**src/rtl/ddr5_bank_timer.sv**
```systemverilog
// ddr5_bank_timer: per-bank DDR5 timing/state tracker producing next-edge may-issue qualifiers
// Ports:
//   clk, rst_n                     - clock (rising edge), synchronous active-low reset
//   cmd_valid_i, cmd_type_i        - command issued to this bank this cycle (0=ACT 1=RD 2=WR 3=PRE)
//   cmd_row_i                      - row address, used by ACT only
//   can_act_o/can_rd_o/can_wr_o/can_pre_o - command legal at the next rising edge
//   row_open_o, open_row_o         - bank ACTIVATING/ACTIVE, row latched by last accepted ACT
//   bank_state_o                   - 0=IDLE 1=ACTIVATING 2=ACTIVE 3=PRECHARGING
//   cmd_err_o                      - sticky illegal-command flag
// Optional feature: define DDR5_BANK_CMD_CHECK_EN to drop illegal commands and flag them on
// cmd_err_o; without it every command is applied unconditionally and cmd_err_o is 0.
module ddr5_bank_timer #(
    parameter int T_RCD   = 76,
    parameter int T_RAS   = 152,
    parameter int T_RC    = 228,
    parameter int T_RP    = 76,
    parameter int T_RTP   = 36,
    parameter int T_WR    = 60,
    parameter int T_CWD   = 76,
    parameter int T_BURST = 16,
    parameter int ROW_W   = 16,
    parameter int CNT_W   = 9
) (
    input  logic             clk,
    input  logic             rst_n,
    input  logic             cmd_valid_i,
    input  logic [1:0]       cmd_type_i,
    input  logic [ROW_W-1:0] cmd_row_i,
    output logic             can_act_o,
    output logic             can_rd_o,
    output logic             can_wr_o,
    output logic             can_pre_o,
    output logic             row_open_o,
    output logic [ROW_W-1:0] open_row_o,
    output logic [1:0]       bank_state_o,
    output logic             cmd_err_o
);
    localparam int CW = CNT_W + 1;
    localparam logic [CNT_W-1:0] SAT = '1;
    localparam logic [CW-1:0] LIM_RCD = CW'(T_RCD);
    localparam logic [CW-1:0] LIM_RAS = CW'(T_RAS);
    localparam logic [CW-1:0] LIM_RC  = CW'(T_RC);
    localparam logic [CW-1:0] LIM_RP  = CW'(T_RP);
    localparam logic [CW-1:0] LIM_RTP = CW'(T_RTP);
    localparam logic [CW-1:0] LIM_WRR = CW'(T_CWD + T_BURST + T_WR);
    localparam logic [1:0] CMD_ACT = 2'd0;
    localparam logic [1:0] CMD_RD  = 2'd1;
    localparam logic [1:0] CMD_WR  = 2'd2;
    localparam logic [1:0] CMD_PRE = 2'd3;

    typedef enum logic [1:0] {IDLE = 2'd0, ACTIVATING = 2'd1, ACTIVE = 2'd2, PRECHARGING = 2'd3} state_e;

    state_e           state_q, state_d;
    logic [CNT_W-1:0] cnt_act_q, cnt_act_d, cnt_rd_q, cnt_rd_d;
    logic [CNT_W-1:0] cnt_wr_q, cnt_wr_d, cnt_pre_q, cnt_pre_d;
    logic [ROW_W-1:0] open_row_q, open_row_d;
    logic             acc;

    // Counters hold "clocks elapsed at the next edge": loading 1 on the command edge lets a
    // dependent command fire exactly T edges later with a plain >= compare.
    function automatic logic [CNT_W-1:0] advance(input logic hit, input logic [CNT_W-1:0] cnt);
        return hit ? CNT_W'(1) : (cnt == SAT ? cnt : cnt + 1'b1);
    endfunction

    function automatic logic reached(input logic [CNT_W-1:0] cnt, input logic [CW-1:0] lim);
        return {1'b0, cnt} >= lim;
    endfunction

    assign can_act_o    = state_q == IDLE && reached(cnt_act_q, LIM_RC) && reached(cnt_pre_q, LIM_RP);
    assign can_rd_o     = state_q == ACTIVE;
    assign can_wr_o     = state_q == ACTIVE;
    assign can_pre_o    = state_q == ACTIVE && reached(cnt_act_q, LIM_RAS) &&
                          reached(cnt_rd_q, LIM_RTP) && reached(cnt_wr_q, LIM_WRR);
    assign row_open_o   = state_q == ACTIVATING || state_q == ACTIVE;
    assign open_row_o   = open_row_q;
    assign bank_state_o = state_q;

`ifdef DDR5_BANK_CMD_CHECK_EN
    logic legal, cmd_err_q;
    assign legal = cmd_type_i == CMD_ACT ? can_act_o :
                   cmd_type_i == CMD_RD  ? can_rd_o  :
                   cmd_type_i == CMD_WR  ? can_wr_o  : can_pre_o;
    assign acc = cmd_valid_i && legal;
    assign cmd_err_o = cmd_err_q;
    always_ff @(posedge clk) begin
        cmd_err_q <= !rst_n ? 1'b0 : cmd_err_q | (cmd_valid_i & ~legal);
    end
`else
    assign acc = cmd_valid_i;
    assign cmd_err_o = 1'b0;
`endif

    always_comb begin
        cnt_act_d  = advance(acc && cmd_type_i == CMD_ACT, cnt_act_q);
        cnt_rd_d   = advance(acc && cmd_type_i == CMD_RD, cnt_rd_q);
        cnt_wr_d   = advance(acc && cmd_type_i == CMD_WR, cnt_wr_q);
        cnt_pre_d  = advance(acc && cmd_type_i == CMD_PRE, cnt_pre_q);
        open_row_d = acc && cmd_type_i == CMD_ACT ? cmd_row_i : open_row_q;
        state_d    = state_q;
        // Timed transitions look at the next counter value so the state is already
        // ACTIVE/IDLE in the cycle before the edge where the constraint is met.
        if (state_q == ACTIVATING && reached(cnt_act_d, LIM_RCD)) state_d = ACTIVE;
        if (state_q == PRECHARGING && reached(cnt_pre_d, LIM_RP)) state_d = IDLE;
        if (acc && cmd_type_i == CMD_ACT) state_d = ACTIVATING;
        if (acc && cmd_type_i == CMD_PRE) state_d = PRECHARGING;
    end

    always_ff @(posedge clk) begin
        if (!rst_n) begin
            state_q    <= IDLE;
            cnt_act_q  <= SAT;
            cnt_rd_q   <= SAT;
            cnt_wr_q   <= SAT;
            cnt_pre_q  <= SAT;
            open_row_q <= '0;
        end else begin
            state_q    <= state_d;
            cnt_act_q  <= cnt_act_d;
            cnt_rd_q   <= cnt_rd_d;
            cnt_wr_q   <= cnt_wr_d;
            cnt_pre_q  <= cnt_pre_d;
            open_row_q <= open_row_d;
        end
    end
endmodule

```
**config.mk**
```make
export PLATFORM = sky130hd
export DESIGN_NAME = ddr5_bank_timer
export DESIGN_NICKNAME = d
export VERILOG_FILES = /design/src/rtl/ddr5_bank_timer.sv
export SDC_FILE = /design/constraint.sdc
export NUM_CORES = 1
export LEC_CHECK = 0
export ABC_AREA = 1
export BUFFER_PORTS_ARGS = -buffer_cell sky130_fd_sc_hd__buf_2
export CAP_MARGIN = 30
export CELL_PAD_IN_SITES_DETAIL_PLACEMENT = 0
export CELL_PAD_IN_SITES_GLOBAL_PLACEMENT = 1
export CORE_MARGIN = 1.5
export CORE_UTILIZATION = 30
export DETAILED_ROUTE_END_ITERATION = 10
export HOLD_SLACK_MARGIN = 0.05
export PLACE_DENSITY_LB_ADDON = 0.1
export SLEW_MARGIN = 40
export SYNTH_ARGS = -nofsm -noshare
export SYNTH_HDL_FRONTEND = slang
export SYNTH_SLANG_ARGS = --single-unit
```
**constraint.sdc**
```tcl
create_clock -name clk -period 3.64 [get_ports clk]
set_clock_uncertainty 0.1 [all_clocks]
set_input_delay 0.728 -clock clk [delete_from_list [all_inputs] [get_ports clk]]
set_output_delay 0.728 -clock clk [all_outputs]
set_load 0.05 [all_outputs]
```
# ---- Word-level counts from Yosys, hierarchy flattened
# Cells that the tools add are included.
dict set report totals {
  register_bits 54
}
dict set report classes {
  reduce_logical 17
  n_bitwise 1
  n_eq_ne 12
  n_lt_le_gt_ge 7
  mux 12
  n_addsub 4
}
# operator count
set ops {}
lappend ops {{two-way mux 9 bit} 8}
lappend ops {{adder 9 x 1 -> 9 bit (second input constant)} 4}
lappend ops {{equality test 9 bit (second input constant)} 4}
lappend ops {{>= comparator 9 x 7 -> 1 bit (second input constant)} 3}
lappend ops {{>= comparator 9 x 8 -> 1 bit (second input constant)} 3}
lappend ops {{logical AND 1 bit} 11}
lappend ops {{>= comparator 9 x 6 -> 1 bit (second input constant)} 1}
lappend ops {{equality test 2 bit (second input constant)} 4}
lappend ops {{two-way mux 2 bit} 4}
lappend ops {{equality test 2 x 1 -> 1 bit (second input constant)} 2}
lappend ops {{zero test 2 bit} 2}
lappend ops {{!= test 2 bit (second input constant)} 2}
lappend ops {{nonzero test 4 bit} 1}
lappend ops {{OR reduction 2 bit} 2}
lappend ops {{logical OR 1 bit} 1}
lappend ops {{inverter 1 bit} 1}

# ---- Longest topological paths before layout
# Gate-level depths: netlist of run 1.
dict set report depth {
  word_depth 9
  depth_mapped 15
}

# ---- Least setup slack after synthesis of run 1
# Ideal clock, no wire load.
dict set report synth_timing {
  kind {reg-to-output}
  start {reg state_q[1], in the netlist bank_state_o[1]}
  end {out can_pre_o}
  path_slack_ns -0.129
  arrival_time_ns 2.941
  path_buffers 0
  required_time_ns 2.812
  stages_incl_launch_ff 3
  path_cell_list {dfxtp_1 -> ha_1 -> nor4b_1}
}
dict set report synth_via {
  elab_chain_len 4
}
# item line_no
set synth_lines {}
lappend synth_lines {{start: declaration} 53} ;# state_e state_q, state_d;
lappend synth_lines {{start signal: assignment} 117} ;# state_q <= state_d;
lappend synth_lines {{equality test 2 bit} n/a}
lappend synth_lines {{via can_rd_o} 30} ;# output logic can_rd_o,
lappend synth_lines {{logical AND 1 bit (2 in series)} 72} ;# assign can_pre_o = state_q == ACTIVE && reached(cnt_act_q, LIM_RAS) &&
lappend synth_lines {{logical AND 1 bit} 73} ;# reached(cnt_rd_q, LIM_RTP) && reached(cnt_wr_q, LIM_WRR);
lappend synth_lines {{end: declaration} 32} ;# output logic can_pre_o,
# The timed path passes the listed nets, and every way through them passes these cells.

# ---- Worst setup path after layout of run 1
dict set report layout_timing {
  start {reg cnt_rd_q[2]}
  end {out can_pre_o}
}
dict set report layout_via {
  elab_chain_len 3
}
# item line_no
set layout_lines {}
lappend layout_lines {{start: declaration} 54} ;# logic [CNT_W-1:0] cnt_act_q, cnt_act_d, cnt_rd_q, cnt_rd_d;
lappend layout_lines {{start signal: assignment} 119} ;# cnt_rd_q <= cnt_rd_d;
lappend layout_lines {{>= comparator 9 x 6 -> 1 bit} 66} ;# return {1'b0, cnt} >= lim;
lappend layout_lines {{logical AND 1 bit} 72}
lappend layout_lines {{logical AND 1 bit} 73}
# Every way passes these cells.

==> results.json, run 1 <==
{
  "status": "completed",
  "cp_max_fo": 3,
  "grt_pass1_wl_mm": 10.71,
  "cp_data_required_time_ns": 2.81,
  "cts_buffer_depth": 2,
  "syn_nets": 431,
  "power.density_nw_per_um2": 850.4,
  "hold_buffers": 0,
  "diodes": 0,
  "drt-total-wl_mm": 6.430,
  "critPathLaunchType": "register",
  "coreArea_um2": 9196,
  "insertion_delay_ns": 0.31,
  "holdWs_ns": 0.3913,
  "path_class": "register to output port",
  "syn_avg_cell_area_um2": 7.175,
  "ys_warn_count": 0,
  "finalPower_uw": 2773,
  "yosys-top-cells-area": "dfxtp_1 38%, nand2_1 11%, inv_1 6.9%",
  "tns_ns": 0,
  "dpl.hpwl_mm": 4.807,
  "die_h_um": 100.3,
  "irDropWorstVdd_mv": 0.3000,
  "power_leakage_uw": 0.001749,
  "setup_ws_ns": 1.168,
  "post_cts_buffers": 0,
  "dieArea_um2": 10060,
  "fin_cells": 549,
  "boundaryPins": 45,
  "grt.overflow.total": 0,
  "critPathCaptureType": "output port",
  "cts_tree": "yes",
  "drive_above_1_share_pct": 18.04,
  "yosysTopAreaCellShare_pct": 38.04,
  "vias": 2462,
  "clk_pin_slew_ns": 0.11,
  "dp_slack_ns": 1.373,
  "slew_viol_final": 0,
  "finalSetupViolations": 0,
  "maxCapViolCount": 0,
  "ys_ff_latch": 54,
  "netlist_instances": 396,
  "clock.fmax_mhz": 404.6,
  "p_switching_uw": 1301,
  "power.internal_uw": 1472,
  "postCtsResizedCells": 0,
  "dp_cells": 541,
  "ys_seq_area_share_pct": 38.04,
  "cts_max_level": 2,
  "syn2layout_area_growth_pct": 14.75,
  "layout.nets": 472,
  "syn_area_um2": 2841,
  "worst_pin_slew_ns": 0.5882,
  "antenna_left": 0,
  "port_buffers": 43,
  "wl_per_cell_um": 11.71,
  "core.rowCount": 35,
  "first_pass_iters": 5,
  "antenna_found_initial": 0,
  "grt_pass1_vias": 2291,
  "clockRootBuffer": "clkbuf_8",
  "pwr-share-comb_pct": 52.5,
  "period_needed_ns": 2.472,
  "cts_sinks": 54,
  "p_seq_share_pct": 34.8,
  "switching_share_pct": 46.92,
  "drtIter0Drc": 58,
  "synth_area_leader_cell": "dfxtp_1",
  "hp-class": "register to register",
  "die_width_um": 100.3,
  "vias_per_cell": 4.485,
  "worstPathArrival_ns": 1.64,
  "cts_made_buffers": 5,
  "grt_max_degree": 32,
  "rsz0062_at_grt": "no",
  "hold_violations": 0,
  "initial_core_util_pct": 30.90,
  "fin_crit_sh_pct": 67.91,
  "gp_congestion": 0.7445,
  "ys_types": 40,
  "drc": 0,
  "maxSlewHeadroom_pct": 60.42,
  "grt_usage_pct": 13.29,
  "pwr-share-clk_pct": 12.7
}
[final timing paths]
kind | from | to | slack (ns) | cells past startpoint
hold reg to reg | open_row_o[13] | open_row_o[13] | 0.39 | 2
setup reg to reg | cnt_rd_q[0] | cnt_rd_q[7] | 1.48 | 8
hold / removal | open_row_o[13] | open_row_o[13] | 0.39 | 2
setup / recovery | cnt_rd_q[2] | can_pre_o | 1.17 | 5
[kinds of logic after synthesis]
logic type | count (synthesis) | share of synthesized area (%)
flops | 54 | 38.05
other cells | 1 | 0.1320
xor+xnor | 6 | 1.849
simple gates | 197 | 33.11
fa+ha+maj | 14 | 6.165
buf+inv | 66 | 9.203
compound gates | 58 | 11.49
[cell usage in the layout (no fill, tap or decap), types with 2 or more instances in the layout]
cell and n:
a21oi_1 12, a31oi_1 2, buf_2 43, buf_4 3
clkbuf_8 6, dfxtp_1 54, ha_1 14, inv_1 52
inv_2 2, nand2_1 83, nand2_2 6, nand3_1 32
nand3_4 3, nand4_1 5, nor2_1 49, nor2_4 4
nor3_1 4, nor4_1 2, o211ai_1 2, o21ai_0 29
o21ai_1 4, o31ai_1 3, or2_2 3, xnor2_1 2
xor2_1 4
[power groups by stage]
stage / Clock, µW / Combinational [µW] / Sequential, µW
2_1_floorplan: 0 / 1180 / 976
3_3_place_gp: 0 / 1480 / 983
3_5_place_dp: 0 / 1460 / 977
4_1_cts: 374 / 1470 / 965
5_1_grt: 391 / 1680 / 995
6_report: 354 / 1460 / 964
[routing by layer]
metal	up-vias	part of all wire [%]	global-route usage [%]
met4	0	0.78	3.250
met2	17	48	22.61
li1	1340	-	-
met3	4	1.9	2.368
met1	1101	50	17.47
met5	-	0	0
[cell usage after synthesis, drive strengths merged]
| cell type | count |
|---|---|
| nor2 | 54 |
| nand3b | 1 |
| inv | 54 |
| a21o | 1 |
| o221ai | 1 |
| xnor2 | 2 |
| nor4 | 2 |
| conb | 1 |
| a21oi | 13 |
| clkbuf | 7 |
| buf | 5 |
| nor4b | 1 |
| a21boi | 1 |
| nor3 | 5 |
| a31oi | 2 |
| or2 | 3 |
| nand3 | 36 |
| o21ai | 34 |
| xor2 | 4 |
| ha | 14 |
| dfxtp | 54 |
| o31ai | 3 |
| nand4 | 5 |
| o311a | 1 |
| o211ai | 2 |
| nand2 | 90 |
[registers in the layout (all words and copies together), names as in the netlist]
register      cells
open_row_o       16
cnt_act_q         9
cnt_wr_q          9
bank_state_o      2
cnt_rd_q          9
cnt_pre_q         9
[metrics by stage]
step	cell area, µm²	utilization [%]
6_report	3261	35.46
5_1_grt	3261	35.46
4_1_cts	3261	35.46
3_5_place_dp	3166	34.42
3_3_place_gp	3166	34.42
2_1_floorplan	2848	-
[worst max-delay path, stage by stage, from the launching register on]
cell	delay [ns]
dfxtp_1	0.34
inv_1	0.09
a31oi_1	0.10
nor4_1	0.46
nor4b_2	0.11
buf_2	0.24
[layout make-up]
| class | instances | area [µm²] |
|---|---|---|
| Inverter | 54 | 202.7 |
| Fill cell | 1022 | 5936 |
| Tap cell | 111 | 138.9 |
| Clock buffer | 6 | 82.58 |
| Multi-Input combinational cell | 276 | 1505 |
| Timing Repair Buffer | 46 | 237.7 |
| Sequential cell | 54 | 1081 |
| Clock inverter | 2 | 12.51 |
No activity file was read; power rests on OpenSTA's default activity.
==> run 2, diff against run 1 <==
- ABC_AREA: 1 -> 0
- clock period: 3.64 -> 2 ns (I/O delays scaled with it)
==> results.json, run 2 <==
{
  "ys_types": 48,
  "initial_core_util_pct": 31.29,
  "syn2layout_area_growth_pct": 22.21,
  "dieArea_um2": 9767,
  "grt_pass1_vias": 2362,
  "grt_pass1_wl_mm": 11.24,
  "ys_ff_latch": 54,
  "coreArea_um2": 8806,
  "synth_area_leader_cell": "dfxtp_1",
  "finalSetupViolations": 2,
  "cts_sinks": 54,
  "diodes": 0,
  "fillCellCount": 906,
  "boundaryPins": 45,
  "cp_max_fo": 2,
  "layout.nets": 423,
  "syn_nets": 370,
  "gp_congestion": 0.7940,
  "grt.overflow.total": 0,
  "grt_usage_pct": 14.15,
  "hp-class": "input pin to register",
  "clk_pin_slew_ns": 0.10,
  "worst_pin_slew_ns": 0.5312,
  "critPathCaptureType": "output port",
  "finalPower_uw": 5132,
  "antenna_left": 0,
  "grt_max_degree": 36,
  "die_width_um": 98.83,
  "die_h_um": 98.83,
  "slew_viol_final": 0,
  "rsz0062_at_grt": "yes",
  "port_buffers": 43,
  "vias_per_cell": 4.847,
  "cts_tree": "yes",
  "largest_register_ffs": 16,
  "drc": 3,
  "regArea_um2": 1097,
  "setup_ws_ns": -0.03608,
  "antenna_found_initial": 0,
  "drt-total-wl_mm": 6.606,
  "status": "finished with violations",
  "worstPathArrival_ns": 1.54,
  "ys_warn_count": 0,
  "holdWs_ns": 0.2273,
  "cts_max_level": 2,
  "fin_crit_sh_pct": 101.8,
  "vias": 2404,
  "synth_commonest_cells": "65 x nand2_1, 54 x dfxtp_1, 32 x o21ai_0",
  "first_pass_iters": 9,
  "maxSlewHeadroom_pct": 64.46,
  "wl_per_cell_um": 13.32,
  "dpl.hpwl_mm": 4.555,
  "maxCapViolCount": 0,
  "final_cell_mix": "63 x nand2_1, 47 x dfxtp_1, 41 x buf_2, 31 x o21ai_0, 25 x nor2_1",
  "synth_edf_count": 0,
  "path_class": "register to output port",
  "synthFlopType": "dfxtp_1",
  "cts_made_buffers": 5,
  "syn_area_um2": 2755,
  "insertion_delay_ns": 0.30,
  "postSynth.asyncResetShare_pct": 0,
  "core.rowCount": 34,
  "critPathLaunchType": "register",
  "ys_seq_area_share_pct": 39.24,
  "yosysMostFrequentCell": "nand2_1",
  "cts_buffer_depth": 2,
  "yosysTopAreaCellShare_pct": 39.24,
  "power.density_nw_per_um2": 1524,
  "clockRootBuffer": "clkbuf_8",
  "hold_violations": 0,
  "period_needed_ns": 2.036,
  "power_leakage_uw": 0.001462,
  "cp_data_required_time_ns": 1.50,
  "multi_input_area_um2": 1623,
  "drive_above_1_share_pct": 25.77,
  "yosys-top-cells-area": "dfxtp_1 39%, nand2_1 8.9%, ha_1 6.4%",
  "irDropWorstVdd_mv": 0.3736,
  "drtIter0Drc": 99,
  "clock.fmax_mhz": 491.1,
  "netlist_instances": 335,
  "layout_commonest_cell": "nand2_1",
  "violations": "DRC, setup timing",
  "tns_ns": -0.07057,
  "syn_avg_cell_area_um2": 8.224
}
-- run 2: kinds of logic (layout without fill, tap and decap cells) --
group                      Yosys count  in the layout  synth area share, %
AOI/OAI and AO/OA                   79             79                18.35
muxes                                8              8                2.952
adders and majority gates           14             14                6.358
and+or+nand+nor                    133            133                22.98
buffers and inverters               28             81                4.268
xor gates and xnor gates            18             18                5.722
other                                1              1               0.1361
DFF                                 54             54                39.24
-- run 2: final timing paths --
kind | end | slack (ns) | depth (start not counted) | from
min reg2reg | open_row_o[6] | 0.36 | 2 | open_row_o[6]
max reg2reg | bank_state_o[1] | 0.14 | 7 | cnt_pre_q[1]
max | can_pre_o | -0.04 | 5 | cnt_rd_q[2]
min | open_row_o[1] | 0.23 | 3 | cmd_row_i[1]
-- run 2: area by class of cell --
| cell class | instances | share of cell area [%] |
|---|---|---|
| clock buffers | 6 | 2.155 |
| clock inverters | 1 | 0.2230 |
| inverters | 11 | 1.226 |
| multi-input cells | 253 | 48.20 |
| flip-flops and latches | 54 | 32.59 |
| well taps | 108 | 4.013 |
| repair buffers | 63 | 11.59 |
-- run 2: power by group --
group / total (µW) / switching [µW] / internal [µW]
sequential: 1850 / 398 / 1450
combinational: 2690 / 1440 / 1250
clock: 599 / 358 / 242
total: 5130 / 2200 / 2940
-- run 2: timing repair --
item / in CTS / in global routing
hold buffers: 0 / 0
gates resized for setup: 14 / 9
endpoints found under the setup margin: 2 / 8
buffers inserted: 2 / 0
pin swaps: 3 / 0
-- run 2: metal layers --
| layer | global-route usage (%) | part of all wire, % | up-vias |
|---|---|---|---|
| li1 | - | - | 1244 |
| met1 | 19.53 | 51 | 1096 |
| met2 | 21.91 | 42 | 59 |
| met3 | 3.617 | 5.7 | 5 |
| met4 | 3.956 | 0.95 | 0 |
| met5 | 0 | 0 | - |
-- run 2: stage by stage --
step	area, µm²	setup WS (ns)	util [%]	std cells
2_1_floorplan	2784	-0.05556	-	335
3_3_place_gp	3211	0.09081	36.46	487
3_5_place_dp	3211	0.09919	36.46	487
4_1_cts	3342	-0.07128	37.95	496
5_1_grt	3367	-0.1157	38.24	496
6_report	3367	-0.03608	38.24	496
-- run 2: critical path: stages, from the launching register on --
cell and delay [ns]:
dfxtp_4 0.35, o31a_1 0.30, o41ai_2 0.21, buf_4 0.17, nor3_4 0.04, buf_6 0.16
==> run 3, diff against run 2 <==
- REMOVE_ABC_BUFFERS: default -> 1
- TNS_END_PERCENT: default -> 10
==> results.json, run 3 (synthesis results as in run 2) <==
{
  "status": "finished with violations",
  "violations": "DRC, setup timing",
  "path_delay_family": "compound AO/OA/AOI/OAI gates",
  "clock.fmax_mhz": 492.5,
  "grt_pass1_wl_mm": 11.03,
  "clockRootBuffer": "clkbuf_8",
  "gp_congestion": 0.7704,
  "critPathCaptureType": "output port",
  "setup_ws_ns": -0.03036,
  "vias": 2375,
  "maxCapViolCount": 0,
  "period_needed_ns": 2.030,
  "cts_made_buffers": 5,
  "worstPathArrival_ns": 1.53,
  "boundaryPins": 45,
  "die_width_um": 98.83,
  "fin_cells": 498,
  "multi_input_area_um2": 1589,
  "cts_max_level": 2,
  "cts_tree": "yes",
  "irDropWorstVdd_mv": 0.4255,
  "holdWs_ns": 0.2267,
  "dp_slack_ns": 0.05013,
  "antenna_found_initial": 0,
  "hold_buffers": 0,
  "vias_per_cell": 4.769,
  "dp_cells": 487,
  "critPathLaunchType": "register",
  "port_buffers": 43,
  "grt.overflow.total": 0,
  "die_h_um": 98.83,
  "drc": 1,
  "power_leakage_uw": 0.001482,
  "grt_max_degree": 57,
  "fin_crit_sh_pct": 101.5,
  "rsz0062_at_grt": "yes",
  "core.rowCount": 34,
  "insertion_delay_ns": 0.30,
  "power.density_nw_per_um2": 1562,
  "hold_violations": 0,
  "worst_pin_slew_ns": 0.5178,
  "grt_usage_pct": 13.69,
  "clk_pin_slew_ns": 0.10,
  "finalSetupViolations": 1,
  "syn2layout_area_growth_pct": 22.30,
  "drtIter0Drc": 80,
  "layout.nets": 424,
  "wl_per_cell_um": 12.90,
  "cp_data_required_time_ns": 1.50,
  "dieArea_um2": 9767,
  "finalPower_uw": 5264,
  "dpl.hpwl_mm": 4.425,
  "drt-total-wl_mm": 6.422,
  "crit_slowest_cell": "dfxtp_4",
  "largest_register_ffs": 16,
  "final_cell_mix": "64 x nand2_1, 47 x dfxtp_1, 41 x buf_2, 32 x o21ai_0, 25 x nor2_1",
  "slowest_delay_ns": 0.35,
  "slew_viol_final": 0,
  "maxSlewHeadroom_pct": 65.35,
  "diodes": 0,
  "first_pass_iters": 7,
  "drive_above_1_share_pct": 25.38,
  "crit_chain": "a211o_2, a211o_1, nand2_1, a21oi_2, buf_6",
  "crit_buf_inv": 1,
  "path_class": "register to output port",
  "fillCellCount": 945,
  "cp_max_fo": 2,
  "coreArea_um2": 8806,
  "cts_buffer_depth": 2,
  "initial_core_util_pct": 31.29,
  "grt_pass1_vias": 2312,
  "cts_sinks": 54,
  "layout_commonest_cell": "nand2_1",
  "antenna_left": 0,
  "regArea_um2": 1097,
  "hp-class": "input pin to register",
  "utilization_pct": 38.26
}
==> run 3: changes by cell type in the layout (fill, tap and decap cells not counted), sizes merged <==
cell / delta
clkinv: +1
inv: +1
buf: +1
clkbuf: -1
bufinv: +1
clkinvlp: -1
==> run 3: per-stage QoR <==
| step | instance area (µm²) | TNS [ns] |
|---|---|---|
| final | 3369 | -0.03036 |
| after global routing | 3369 | -0.1261 |
| after CTS | 3334 | -0.09423 |
| after detailed placement | 3182 | 0 |
| after global placement | 3182 | 0 |
| after floorplan | 2679 | -1.620 |
==> run 3: layer usage <==
metal / part of all wire, % / wire length (µm) / vias up / GRT usage, %
met1: 51 / 3288 / 1096 / 18.92
met2: 46 / 2930 / 29 / 22.12
met4: 0.89 / 57 / 0 / 3.516
li1: - / - / 1246 / -
met5: 0 / 0 / - / 0
met3: 2.3 / 145 / 4 / 2.411
==> run 3: path summary, 6_finish.rpt <==
path,depth (start not counted),end,start,slack [ns]
worst min-delay path,3,open_row_o[11],cmd_row_i[11],0.23
worst min register to register,2,open_row_o[9],open_row_o[9],0.37
worst max register to register,7,bank_state_o[0],cnt_pre_q[0],0.11
worst max-delay path,5,can_act_o,cnt_pre_q[2],-0.03
==> run 3: tightest hold or removal path, cell delays in order <==
cell	delay (ns)
buf_2	0.09
nand2_1	0.04
a21boi_0	0.06
==> run 3: what timing repair did <==
action	4_1_cts	5_1_grt
hold endpoints to repair	0	0
endpoints found under the setup margin	2	7
pin swaps	2	0
resized for setup	11	10
setup buffers	2	1
==> run 3: layout make-up <==
class	instances	area share, %
sequential	54	32.57
multi-input combinational	253	47.16
tap	108	4.010
inverter	11	1.225
clock buffer	5	2.042
clock inverter	3	1.300
timing repair buffer	64	11.70
==> run 3: power by group <==
part	internal, µW	switching (µW)
combinational	1240	1450
clock	376	373
sequential	1450	380
